`src/rtl/mc_ctl_pkg.sv`:
```
// Shared encodings for the multi-cycle control unit: opcodes, states, mux selects.
// Latency: n/a (constants and a pure decode helper).
// Backpressure: n/a.
package mc_ctl_pkg;

    // RV32I major opcodes handled by the sequencer
    localparam logic [6:0] OPC_LUI    = 7'b0110111;
    localparam logic [6:0] OPC_AUIPC  = 7'b0010111;
    localparam logic [6:0] OPC_JAL    = 7'b1101111;
    localparam logic [6:0] OPC_JALR   = 7'b1100111;
    localparam logic [6:0] OPC_BRANCH = 7'b1100011;
    localparam logic [6:0] OPC_LOAD   = 7'b0000011;
    localparam logic [6:0] OPC_STORE  = 7'b0100011;
    localparam logic [6:0] OPC_OP_IMM = 7'b0010011;
    localparam logic [6:0] OPC_OP     = 7'b0110011;

    typedef enum logic [2:0] {
        ST_IDLE   = 3'd0,
        ST_FETCH  = 3'd1,
        ST_DECODE = 3'd2,
        ST_EXEC   = 3'd3,
        ST_MEM    = 3'd4,
        ST_WB     = 3'd5,
        ST_TRAP   = 3'd6
    } state_t;

    localparam logic       BUS_ADDR_PC     = 1'b0;
    localparam logic       BUS_ADDR_ALUOUT = 1'b1;

    localparam logic [1:0] PC_SRC_PC4    = 2'd0;
    localparam logic [1:0] PC_SRC_ALU    = 2'd1;
    localparam logic [1:0] PC_SRC_ALUOUT = 2'd2;

    localparam logic [1:0] OUT_SEL_ALUOUT = 2'd0;
    localparam logic [1:0] OUT_SEL_IMM    = 2'd1;
    localparam logic [1:0] OUT_SEL_PC4    = 2'd2;
    localparam logic [1:0] OUT_SEL_BUS    = 2'd3;

    localparam logic       ALU_SRC1_RS1    = 1'b0;
    localparam logic       ALU_SRC1_OLD_PC = 1'b1;
    localparam logic       ALU_SRC2_RS2    = 1'b0;
    localparam logic       ALU_SRC2_IMM    = 1'b1;

    localparam logic [1:0] ALU_OP_ADD    = 2'd0;
    localparam logic [1:0] ALU_OP_OP_IMM = 2'd1;
    localparam logic [1:0] ALU_OP_OP     = 2'd2;
    localparam logic [1:0] ALU_OP_BRANCH = 2'd3;

    // True for every opcode the sequencer knows how to execute
    function automatic logic opc_known(input logic [6:0] opc);
        case (opc)
            OPC_LUI, OPC_AUIPC, OPC_JAL, OPC_JALR, OPC_BRANCH,
            OPC_LOAD, OPC_STORE, OPC_OP_IMM, OPC_OP: return 1'b1;
            default:                                 return 1'b0;
        endcase
    endfunction

endpackage

```
`src/rtl/mc_bus_watchdog.sv`:
```
// Bus wait watchdog: counts request cycles without bus_ready, flags expiry, sticky bus_error.
// Latency: expire is combinational in the cycle the count sits at the limit; bus_error registers next edge.
// Backpressure: bus_ready in the expiry cycle wins and suppresses the error.
module mc_bus_watchdog #(
    parameter int BUS_TIMEOUT = 16,
    parameter int TMO_W       = $clog2(BUS_TIMEOUT + 1)
) (
    input  logic clk,
    input  logic rst_n,
    input  logic req,
    input  logic bus_ready,
    input  logic clear,
    output logic expire,
    output logic bus_error
);

    // A zero timeout still needs a 1-bit counter to keep the declarations legal
    localparam int CNT_W = (TMO_W > 0) ? TMO_W : 1;
    localparam logic [CNT_W-1:0] LAST = CNT_W'((BUS_TIMEOUT > 0) ? BUS_TIMEOUT - 1 : 0);

    logic [CNT_W-1:0] cnt;

    assign expire = (BUS_TIMEOUT != 0) && req && !bus_ready && (cnt == LAST);

    // Wait counter: restarts per bus phase and on every completed beat
    always_ff @(posedge clk or negedge rst_n) begin
        if (!rst_n) begin
            cnt <= '0;
        end else if (clear || bus_ready) begin
            cnt <= '0;
        end else if (req && (BUS_TIMEOUT != 0)) begin
            cnt <= cnt + 1'b1;
        end
    end

    // Sticky error flag, only cleared by reset
    always_ff @(posedge clk or negedge rst_n) begin
        if (!rst_n) begin
            bus_error <= 1'b0;
        end else if (expire) begin
            bus_error <= 1'b1;
        end
    end

endmodule

```
`src/rtl/mc_control.sv`:
```
// Multi-cycle control FSM: FETCH/DECODE/EXEC/MEM/WB over one ALU and one bus, sticky traps.
// Latency: 3-5 cycles per instruction with a zero-wait bus; each bus wait cycle adds one.
// Backpressure: bus strobes and address select hold until bus_ready; watchdog traps a stalled bus.
module mc_control
    import mc_ctl_pkg::*;
#(
    parameter int BUS_TIMEOUT = 16,
    parameter int TMO_W       = $clog2(BUS_TIMEOUT + 1)
) (
    input  logic       clk,
    input  logic       rst_n,
    input  logic [6:0] opcode,
    input  logic       bus_ready,
    input  logic       branch_taken,
    output logic       bus_read,
    output logic       bus_write,
    output logic       bus_addr_sel,
    output logic       ir_write,
    output logic       pc_write,
    output logic [1:0] pc_src,
    output logic       reg_write,
    output logic [1:0] out_sel,
    output logic       alu_src_1,
    output logic       alu_src_2,
    output logic [1:0] alu_op,
    output logic       illegal,
    output logic       bus_error,
    output logic [2:0] state
);

    state_t state_q;
    state_t state_d;
    logic   wd_req;
    logic   wd_clear;
    logic   wd_expire;

    assign state = state_q;

    // Request seen by the watchdog, taken from the state so it does not loop through the output decode
    assign wd_req = (state_q == ST_FETCH) ||
                    ((state_q == ST_MEM) && ((opcode == OPC_LOAD) || (opcode == OPC_STORE)));

    // Each new bus phase starts with a fresh wait budget
    assign wd_clear = (state_d != state_q) && ((state_d == ST_FETCH) || (state_d == ST_MEM));

    mc_bus_watchdog #(
        .BUS_TIMEOUT (BUS_TIMEOUT),
        .TMO_W       (TMO_W)
    ) u_watchdog (
        .clk       (clk),
        .rst_n     (rst_n),
        .req       (wd_req),
        .bus_ready (bus_ready),
        .clear     (wd_clear),
        .expire    (wd_expire),
        .bus_error (bus_error)
    );

    // State register
    always_ff @(posedge clk or negedge rst_n) begin
        if (!rst_n) begin
            state_q <= ST_IDLE;
        end else begin
            state_q <= state_d;
        end
    end

    // Sticky illegal-opcode flag, captured while decoding
    always_ff @(posedge clk or negedge rst_n) begin
        if (!rst_n) begin
            illegal <= 1'b0;
        end else if ((state_q == ST_DECODE) && !opc_known(opcode)) begin
            illegal <= 1'b1;
        end
    end

    // Next-state and datapath control decode
    always_comb begin
        state_d      = state_q;
        bus_read     = 1'b0;
        bus_write    = 1'b0;
        bus_addr_sel = BUS_ADDR_PC;
        ir_write     = 1'b0;
        pc_write     = 1'b0;
        pc_src       = PC_SRC_PC4;
        reg_write    = 1'b0;
        out_sel      = OUT_SEL_ALUOUT;
        alu_src_1    = ALU_SRC1_RS1;
        alu_src_2    = ALU_SRC2_RS2;
        alu_op       = ALU_OP_ADD;
        case (state_q)
            ST_IDLE: state_d = ST_FETCH;
            ST_FETCH: begin
                bus_read     = 1'b1;
                bus_addr_sel = BUS_ADDR_PC;
                if (bus_ready) begin
                    ir_write = 1'b1;
                    pc_write = 1'b1;
                    pc_src   = PC_SRC_PC4;
                    state_d  = ST_DECODE;
                end else if (wd_expire) begin
                    state_d = ST_TRAP;
                end
            end
            ST_DECODE: begin
                // Speculative OLD_PC+IMM lands in ALUOUT for branches and JAL
                alu_src_1 = ALU_SRC1_OLD_PC;
                alu_src_2 = ALU_SRC2_IMM;
                alu_op    = ALU_OP_ADD;
                if (!opc_known(opcode)) begin
                    state_d = ST_TRAP;
                end else if ((opcode == OPC_LUI) || (opcode == OPC_AUIPC)) begin
                    state_d = ST_WB;
                end else begin
                    state_d = ST_EXEC;
                end
            end
            ST_EXEC: begin
                case (opcode)
                    OPC_LOAD, OPC_STORE: begin
                        alu_src_2 = ALU_SRC2_IMM;
                        state_d   = ST_MEM;
                    end
                    OPC_OP_IMM: begin
                        alu_src_2 = ALU_SRC2_IMM;
                        alu_op    = ALU_OP_OP_IMM;
                        state_d   = ST_WB;
                    end
                    OPC_OP: begin
                        alu_op  = ALU_OP_OP;
                        state_d = ST_WB;
                    end
                    OPC_BRANCH: begin
                        alu_op   = ALU_OP_BRANCH;
                        pc_write = branch_taken;
                        pc_src   = PC_SRC_ALUOUT;
                        state_d  = ST_FETCH;
                    end
                    OPC_JAL: begin
                        pc_write = 1'b1;
                        pc_src   = PC_SRC_ALUOUT;
                        state_d  = ST_WB;
                    end
                    OPC_JALR: begin
                        alu_src_2 = ALU_SRC2_IMM;
                        pc_write  = 1'b1;
                        pc_src    = PC_SRC_ALU;
                        state_d   = ST_WB;
                    end
                    default: state_d = ST_TRAP;
                endcase
            end
            ST_MEM: begin
                bus_addr_sel = BUS_ADDR_ALUOUT;
                bus_read     = (opcode == OPC_LOAD);
                bus_write    = (opcode == OPC_STORE);
                if (bus_ready) begin
                    state_d = (opcode == OPC_LOAD) ? ST_WB : ST_FETCH;
                end else if (wd_expire) begin
                    state_d = ST_TRAP;
                end
            end
            ST_WB: begin
                reg_write = 1'b1;
                case (opcode)
                    OPC_LOAD:          out_sel = OUT_SEL_BUS;
                    OPC_LUI:           out_sel = OUT_SEL_IMM;
                    OPC_JAL, OPC_JALR: out_sel = OUT_SEL_PC4;
                    default:           out_sel = OUT_SEL_ALUOUT;
                endcase
                state_d = ST_FETCH;
            end
            default: state_d = ST_TRAP;
        endcase
    end

endmodule

```
`config.mk`:
```
export PLATFORM = sky130hd
export DESIGN_NAME = mc_control
export DESIGN_NICKNAME = d
export VERILOG_FILES = /design/src/rtl/mc_ctl_pkg.sv /design/src/rtl/mc_bus_watchdog.sv /design/src/rtl/mc_control.sv
export SDC_FILE = /design/constraint.sdc
export NUM_CORES = 1
export LEC_CHECK = 0
export CAP_MARGIN = 20
export CORE_UTILIZATION = 49
export DETAILED_ROUTE_END_ITERATION = 6
export PLACE_DENSITY = 0.95
export SYNTH_ARGS = -nofsm -noshare
export SYNTH_HDL_FRONTEND = slang
export SYNTH_SLANG_ARGS = --single-unit
```
`constraint.sdc`:
```
create_clock -name clk -period 4.32 [get_ports clk]
set_input_delay 1.296 -clock clk [delete_from_list [all_inputs] [get_ports clk]]
set_output_delay 1.296 -clock clk [all_outputs]
set_load 0.02 [all_outputs]
```
==> impl_metrics.toml <==
[status]
outcome = "finished clean"

[worst_setup_path]
rrSetupSlack_ps = 2020
cp_max_fo = 4
crit_path_end = "alu_src_2"
cp.arrival_ps = 2920
startpoint_type = "input pin"
r2r_start = "u_watchdog.cnt[0]$_DFFE_PN0P_"
required_ps = 3020
rr_worst_depth = 9
worstReg2RegEnd = "u_watchdog.cnt[4]$_DFFE_PN0P_"
cp-end-kind = "output pin"
critPathLaunch = "opcode[4]"
critical_path_class = "in2out"

[synthesis]
avgSynthCellArea_sq_um = 7.76
ys_warn_count = 0
synth_area_sq_um = 947
syn_nets = 135
synthFlopType = "dfrtp_1"
syn-instance-count = 122
postSynth.asyncResetShare = 1.00
seq_area_frac_synth = 0.264
synth_edf_count = 0
synth.distinct_cells = 46
ys_ff_latch = 10

[run]
maxCapViolations = 0

[die]
io_pins = 30
fp.dieArea_sq_mm = 0.00211
die_w_um = 46.0
die_h_um = 46.0
initial_core_util = 0.537
row_count = 15
core_sq_mm = 0.00176

[cells_and_area]
area.sequential_sq_um = 250
fill_cells = 126
final_cells = 192
fin_nets = 182
mostFrequentLayoutCell = "clkdlybuf4s50_1"
area_growth_pct = 46.4
mostFrequentLayoutCells = "clkdlybuf4s50_1, nor2_1, buf_4"
antenna_cells = 0
multi_input_area_sq_um = 654
drive_above_1_share = 0.180

[power_and_ir_drop]
power.total_w = 0.000459
power.density_mw_per_mm2 = 331
peakVddDrop_mv = 0.243
leakage_nw = 0.598

[place]
dp_slack_ps = -266
numPortBuffers = 29
place_inst = 189
hpwlAfterDp_um = 2280
place_congestion = 0.968

[clock_network]
h-tree-depth = 1
cts_made_buffers = 3
path_clk_slew_ps = 60
clkSinkCount = 10
max-clock-path-buffers = 2
clock_latency_ps = 260
cts_tree = "yes"
clock-root-buffer = "clkbuf_4"

[sta]
final.setup.worst_slack_ps = 105
period_share = 0.976
hold_violations = 0
min_period_ps = 4210
worst_slew_pin_slew_ps = 522
whs_ps = 467
slew_headroom = 0.647
maxSlewViolCount = 0
fin_setup_tns_ps = 0
rsz0062_at_grt = "no"
finClkSkew_ps = 4.49
setup-violations-final = 0
fmax_mhz = 237

[global_route]
grt.total_usage = 0.302
grt_overflow = 0
grt_pass1_vias = 1078
grt_max_degree = 16
grt_pass1_wl_um = 4560
antenna_found_initial = 0

[routing]
routedWlPerCell_um = 14.8
drt_first_pass_iters = 4
antenna_left = 0
via_count = 1117
drt-initial-drc-count = 29
wirelength_um = 2840
viasPerCell = 5.82
drc_errors = 0

[worst_hold_path]
worst_hold_path_type = "reg2reg"
-- metrics by stage --
step	cell area (sq um)	utilization
floorplan	947	-
global placement	1380	0.782
detailed placement	1380	0.782
CTS	1400	0.791
global route	1390	0.786
finish	1390	0.786
-- cells in the mapped netlist (all sizes together) (2+ instances only) --
cell type / n / area [sq um]
nand4bb: 2 / 22.5
ha: 2 / 25.0
clkbuf: 2 / 7.51
nand3b: 2 / 15.0
nor2b: 4 / 25.0
a211oi: 2 / 15.0
buf: 2 / 10.0
a21oi: 4 / 20.0
dfrtp: 10 / 250
o21ai: 8 / 40.0
inv: 8 / 30.0
or2: 2 / 12.5
o31a: 2 / 17.5
nor4: 2 / 12.5
nor3: 5 / 25.0
o21a: 2 / 15.0
and2: 3 / 18.8
nor2: 17 / 63.8
a221oi: 3 / 50.1
nand2: 9 / 33.8
nand3: 5 / 30.0
xnor2: 2 / 17.5
a31oi: 2 / 12.5
xor2: 2 / 17.5
nand2b: 3 / 18.8
-- worst min path at each step --
| stage | endpoint | from | slack (ps) | depth (start not counted) |
|---|---|---|---|---|
| final | illegal$_DFFE_PN0P_ | illegal$_DFFE_PN0P_ | 470 | 1 |
| after global routing | illegal$_DFFE_PN0P_ | illegal$_DFFE_PN0P_ | 500 | 1 |
| after CTS | illegal$_DFFE_PN0P_ | illegal$_DFFE_PN0P_ | 480 | 1 |
| after detailed placement | illegal$_DFFE_PN0P_ | illegal$_DFFE_PN0P_ | 460 | 1 |
| after global placement | illegal$_DFFE_PN0P_ | illegal$_DFFE_PN0P_ | 440 | 1 |
| after floorplan | u_watchdog.cnt[3]$_DFFE_PN0P_ | u_watchdog.cnt[3]$_DFFE_PN0P_ | 500 | 2 |
-- worst max-delay path: stages --
cell and delay, ps:
clkdlybuf4s50_1 460, and3b_1 270, nand3_1 180, nor3_2 260, a31o_2 130, dlygate4sd2_1 320
-- where the power goes --
part | switching [W] | internal, W
combinational | 0.000138 | 0.000118
clock | 0.0000278 | 0.0000319
sequential | 0.0000379 | 0.000106
-- layer usage --
layer,vias to the layer above,track usage,share of wire
met1,513,0.343,0.41
met3,8,0.0238,0.058
met4,0,0.188,0.023
met5,-,0,0
met2,63,0.535,0.51
li1,533,-,-
-- repair_timing --
action	CTS	global route
endpoints found under the setup margin	9	4
buffers inserted	0	0
hold buffers	0	0
resized for setup	11	6
pin swaps	0	0
-- kinds of logic after synthesis --
logic type,after synthesis,share of synthesized area
buffers and inverters,12,0.0502
multiplexers,1,0.0106
adder cells (fa/ha/maj),2,0.0264
AND/OR/NAND/NOR,63,0.371
XOR/XNOR,4,0.0370
AO/OA/AOI/OAI,30,0.240
flip-flops,10,0.264
-- area by class of cell --
| cell class | instances | share of cell area |
|---|---|---|
| Multi-Input combinational cell | 100 | 0.472 |
| Timing Repair Buffer | 46 | 0.287 |
| Sequential cell | 10 | 0.181 |
| Tap cell | 25 | 0.0226 |
| Inverter | 8 | 0.0217 |
| Clock buffer | 3 | 0.0162 |
-- sequential cells by signal, indices dropped and copies added, names as in the netlist --
| register | count |
|---|---|
| u_watchdog.cnt | 5 |
| state | 3 |
| u_watchdog.bus_error | 1 |
| illegal | 1 |
Note: power is estimated with default switching activity, not from simulation.
